**src/rtl/mlsib_key_ctrl.sv**
```systemverilog
// Key-check controller for a locking SIB: snoops a private key segment, raises CompOut on a
// correct key and rate-limits brute force with cooldowns and a terminal block.
module mlsib_key_ctrl #(
  parameter int unsigned      KEY_W       = 16,
  parameter logic [KEY_W-1:0] KEY_VAL     = 16'hA5C3,
  parameter int unsigned      MAX_FAIL    = 3,
  parameter int unsigned      LOCKOUT_CYC = 256,
  parameter int unsigned      MAX_LOCKOUT = 2
) (
  input  logic                            Clock,
  input  logic                            RstBar,
  input  logic                            SI,
  input  logic                            ShiftEN,
  input  logic                            CaptureEN,
  input  logic                            UpdateEn,
  input  logic                            Select,
  output logic                            SO,
  output logic                            CompOut,
  output logic                            Locked,
  output logic [$clog2(MAX_FAIL+1)-1:0]   FailCnt
);

  localparam int unsigned SW = $clog2(KEY_W + 2);
  localparam int unsigned FW = $clog2(MAX_FAIL + 1);
  localparam int unsigned LW = $clog2(MAX_LOCKOUT + 1);
  localparam int unsigned TW = (LOCKOUT_CYC > 1) ? $clog2(LOCKOUT_CYC) : 1;

  localparam logic [SW-1:0] SCNT_FULL  = SW'(KEY_W);
  localparam logic [SW-1:0] SCNT_SAT   = SW'(KEY_W + 1);
  localparam logic [FW-1:0] FAIL_LAST  = FW'(MAX_FAIL - 1);
  localparam logic [FW-1:0] FAIL_MAX   = FW'(MAX_FAIL);
  localparam logic [LW-1:0] LOCK_MAX   = LW'(MAX_LOCKOUT);
  localparam logic [TW-1:0] TIMER_LOAD = TW'(LOCKOUT_CYC - 1);

  typedef enum logic [1:0] {
    ST_ARMED    = 2'd0,
    ST_COOLDOWN = 2'd1,
    ST_BLOCKED  = 2'd2
  } state_t;

  state_t           state_q;
  logic [KEY_W-1:0] kreg_q, kreg_d;
  logic [SW-1:0]    scnt_q, scnt_d;
  logic [FW-1:0]    fail_q;
  logic [LW-1:0]    lock_cnt_q;
  logic [TW-1:0]    timer_q;
  logic             comp_q;
  logic             locked_q;

  logic upd, cap, shf, match;

  // Phase priority: update beats capture beats shift, all gated by Select.
  assign upd = Select & UpdateEn;
  assign cap = Select & CaptureEN & ~UpdateEn;
  assign shf = Select & ShiftEN & ~UpdateEn & ~CaptureEN;

  assign match = (state_q == ST_ARMED) && (scnt_q == SCNT_FULL) && (kreg_q == KEY_VAL);

  always_comb begin
    kreg_d = kreg_q;
    scnt_d = scnt_q;
    if (upd || cap) begin
      kreg_d = '0;
      scnt_d = '0;
    end else if (shf) begin
      kreg_d = {SI, kreg_q[KEY_W-1:1]};
      if (scnt_q != SCNT_SAT) begin
        scnt_d = scnt_q + 1'b1;
      end
    end
  end

  always_ff @(posedge Clock or negedge RstBar) begin
    if (!RstBar) begin
      kreg_q <= '0;
      scnt_q <= '0;
    end else begin
      kreg_q <= kreg_d;
      scnt_q <= scnt_d;
    end
  end

  // CompOut drops on the update edge itself since the key is flushed on that same edge.
  always_ff @(posedge Clock or negedge RstBar) begin
    if (!RstBar) begin
      state_q    <= ST_ARMED;
      fail_q     <= '0;
      lock_cnt_q <= '0;
      timer_q    <= '0;
      comp_q     <= 1'b0;
      locked_q   <= 1'b0;
    end else begin
      comp_q <= match & ~upd;
      case (state_q)
        ST_ARMED: begin
          if (upd) begin
            if (comp_q) begin
              fail_q <= '0;
            end else if (scnt_q != '0) begin
              if (fail_q == FAIL_LAST) begin
                fail_q     <= FAIL_MAX;
                state_q    <= ST_COOLDOWN;
                locked_q   <= 1'b1;
                timer_q    <= TIMER_LOAD;
                lock_cnt_q <= lock_cnt_q + 1'b1;
              end else begin
                fail_q <= fail_q + 1'b1;
              end
            end
          end
        end
        ST_COOLDOWN: begin
          if (timer_q == '0) begin
            if (lock_cnt_q == LOCK_MAX) begin
              state_q <= ST_BLOCKED;
            end else begin
              state_q  <= ST_ARMED;
              locked_q <= 1'b0;
              fail_q   <= '0;
            end
          end else begin
            timer_q <= timer_q - 1'b1;
          end
        end
        ST_BLOCKED: begin
          locked_q <= 1'b1;
        end
        default: begin
          state_q  <= ST_BLOCKED;
          locked_q <= 1'b1;
        end
      endcase
    end
  end

  assign SO      = kreg_q[0];
  assign CompOut = comp_q;
  assign Locked  = locked_q;
  assign FailCnt = fail_q;

endmodule

```
**config.mk**
```make
export PLATFORM = sky130hd
export DESIGN_NAME = mlsib_key_ctrl
export DESIGN_NICKNAME = d
export VERILOG_FILES = /design/src/rtl/mlsib_key_ctrl.sv
export SDC_FILE = /design/constraint.sdc
export NUM_CORES = 1
export LEC_CHECK = 0
export CORE_MARGIN = 2
export CORE_UTILIZATION = 50
export CTS_BUF_LIST = sky130_fd_sc_hd__clkbuf_2
export DETAILED_ROUTE_END_ITERATION = 8
export PLACE_DENSITY_LB_ADDON = 0.08
export SLEW_MARGIN = 15
export SYNTH_ARGS = -nofsm -noshare
export SYNTH_HDL_FRONTEND = slang
export SYNTH_SLANG_ARGS = --single-unit
export TNS_END_PERCENT = 5
```
**constraint.sdc**
```tcl
create_clock -name Clock -period 3.19 [get_ports Clock]
set_input_delay 0.4785 -clock Clock [delete_from_list [all_inputs] [get_ports Clock]]
set_output_delay 0.4785 -clock Clock [all_outputs]
set_load 0.01 [all_outputs]
```
==> impl_metrics.ini <==
[clocking]
clkTransAtPathRegs_ns = 0.20
cts_num_sinks = 37
post_cts_buffers = 0
cts_buffers = 5
cts.repair.resized = 0
hold_buffers = 0
cts_max_path_buffers = 2
cts_root_buf = clkbuf_2
clk_latency_ns = 0.40
cts_tree = built
htreeDepth = 2

[sta]
final_max_slew_viol_count = 0
worst_pin_slew_ns = 0.560
slew_headroom_pct = 62.7
period_share_pct = 62.6
setup_viol = 0
finalHoldViolCount = 0
rsz0062_at_grt = false
finClkSkew_ns = 0.0145
fmax_ghz = 0.501
tns_ns = 0
min_period_ns = 2.00

[yosys]
netlist_instances = 165
synth-edff-count = 0
synthFlopType = dfrtp_1
synthesis.nets = 179
ys_seq_area_share_pct = 49.7
syn-cell-area_um2 = 1860
synth_cell_type_count = 44
synth_warnings = 0
yosys_register_bits = 37
synth-async-reset-ratio_pct = 100
synth.avg_cell_area_um2 = 11.3

[finish]
final_common_cell = dfrtp_1
nNetsFinal = 192
insertedDiodeCount = 0
final_layout_size_suffix_gt1_share_pct = 11.7
final_cell_mix = dfrtp_1, a22o_1, clkdlybuf4s50_1
syn2layout_area_growth_pct = 11.2
fill_cells = 335

[setup_path]
cp.arrival_ns = 2.31
path_class = reg -> reg
start_kind = flop
cp_max_fo = 7
worstPathRequired_ns = 3.50
cp-end-kind = flop
reg2regPathDepth = 6

[global_routing]
first_global_vias = 1303
grtUsageTotal_pct = 19.4
grt_pass1_wl_um = 6200
overflow = 0
grt_start_max_net_pins = 38
grt_antenna_before_repair = 0

[drt]
drt-pass1-iter-count = 4
wl_per_cell_um = 15.3
drtIter0Drc = 77
via_per_inst = 6.00
drt-total-wl_um = 3480
vias = 1361
drc = 0
drtAntennaViolNets = 0

[pwr]
vdd.ir_drop.worst_mv = 0.246
p_leak_uw = 0.000919
power_density_nw_per_um2 = 406
power_uw = 841

[placement]
place.gp.congestion = 0.784
io_buffers = 11
dp_hpwl_um = 2420

[hold_path]
hold_class = in -> async

[die]
ioPinCount = 12
dieWidth_um = 65.0
die_h_um = 65.0
start_util_pct = 51.2
fp-row-count = 22
core_area_um2 = 3630
die-area_um2 = 4230

[run_status]
status = complete, no violations

[run]
maxCapViolCount = 0
final timing paths:
| path | startpoint | end | slack (ns) |
|---|---|---|---|
| max in group asynchronous | RstBar | kreg_q[15]$_DFFE_PN0P_ | 2.39 |
| max | timer_q[0]$_DFFE_PN0P_ | FailCnt[1]$_DFFE_PN0P_ | 1.19 |
| min reg2reg | lock_cnt_q[0]$_DFFE_PN0P_ | lock_cnt_q[0]$_DFFE_PN0P_ | 0.51 |
| min | RstBar | timer_q[5]$_DFFE_PN0P_ | 0.47 |
| max reg2reg | timer_q[0]$_DFFE_PN0P_ | FailCnt[1]$_DFFE_PN0P_ | 1.19 |
| min in group Clock | lock_cnt_q[0]$_DFFE_PN0P_ | lock_cnt_q[0]$_DFFE_PN0P_ | 0.51 |
per-stage QoR:
step / cells / hold slack [ns] / area [um^2] / utilization [%] / setup WS [ns]
finish: 227 / 0.473 / 2070 / 57.0 / 1.19
detailed placement: 219 / 0.483 / 2000 / 55.1 / 0.980
global route: 227 / 0.472 / 2070 / 57.0 / 1.07
global placement: 219 / 0.463 / 2000 / 55.1 / 1.02
floorplan: 165 / 0.183 / 1860 / - / 1.42
CTS: 227 / 0.475 / 2070 / 57.0 / 1.18
power breakdown:
part	internal [uW]	total (uW)	switching (uW)
combinational	24.1	61.3	37.2
clock	130	293	163
sequential	477	487	9.21
total	631	841	210
registers in the layout, summed over array words and instances, names as in the netlist:
name,count
CompOut,1
FailCnt,2
Locked,1
kreg_q,16
lock_cnt_q,2
scnt_q,5
state_q,2
timer_q,8
cell families (layout without fill, tap and decap cells):
group	Yosys count	count (layout)	share of synthesized area, %
muxes	5	5	3.23
xor gates and xnor gates	4	4	1.88
and+or+nand+nor	52	52	16.6
DFF	37	37	49.7
adders and majority gates	7	7	4.70
buffers and inverters	16	30	4.17
AOI/OAI and AO/OA	44	44	19.7
synth_stat cells (all sizes together), types with 3 or more instances:
library cell / n / area share [%]
dfrtp: 37 / 50
a22o: 16 / 7.5
nand2: 11 / 2.8
inv: 9 / 1.8
nor2: 9 / 1.8
ha: 7 / 4.7
o21ai: 7 / 1.9
nor3: 6 / 1.9
buf: 5 / 1.9
a2bb2oi: 4 / 2.6
nand3: 4 / 1.1
nand4: 4 / 1.3
nor4b: 4 / 2.7
a21oi: 3 / 0.81
mux2i: 3 / 1.6
nor4: 3 / 1.0
or3: 3 / 1.0
routing by layer:
metal / routed length [um] / vias to the layer above / part of all wire, % / GRT usage [%]
met3: 141 / 6 / 4.0 / 6.08
met5: 0 / - / 0 / 0
li1: - / 640 / - / -
met4: 58 / 0 / 1.7 / 7.03
met2: 1710 / 24 / 49 / 31.6
met1: 1580 / 691 / 45 / 24.5
area by class of cell:
class / instances / area (um^2) / area share (%)
tap: 48 / 60.1 / 2.90
sequential: 37 / 926 / 44.7
timing repair buffer: 13 / 125 / 6.05
inverter: 9 / 33.8 / 1.63
clock inverter: 3 / 41.3 / 2.00
clock buffer: 5 / 25.0 / 1.21
multi-input combinational: 112 / 858 / 41.5
worst max-delay path, stage by stage (launching register included):
cell     delay, ns
dfrtp_1       0.48
inv_1         0.12
ha_1          0.15
nor4b_4       0.38
a211o_2       0.24
o311a_2       0.23
mux2_4        0.30
Power figures use the tool's default switching activity.
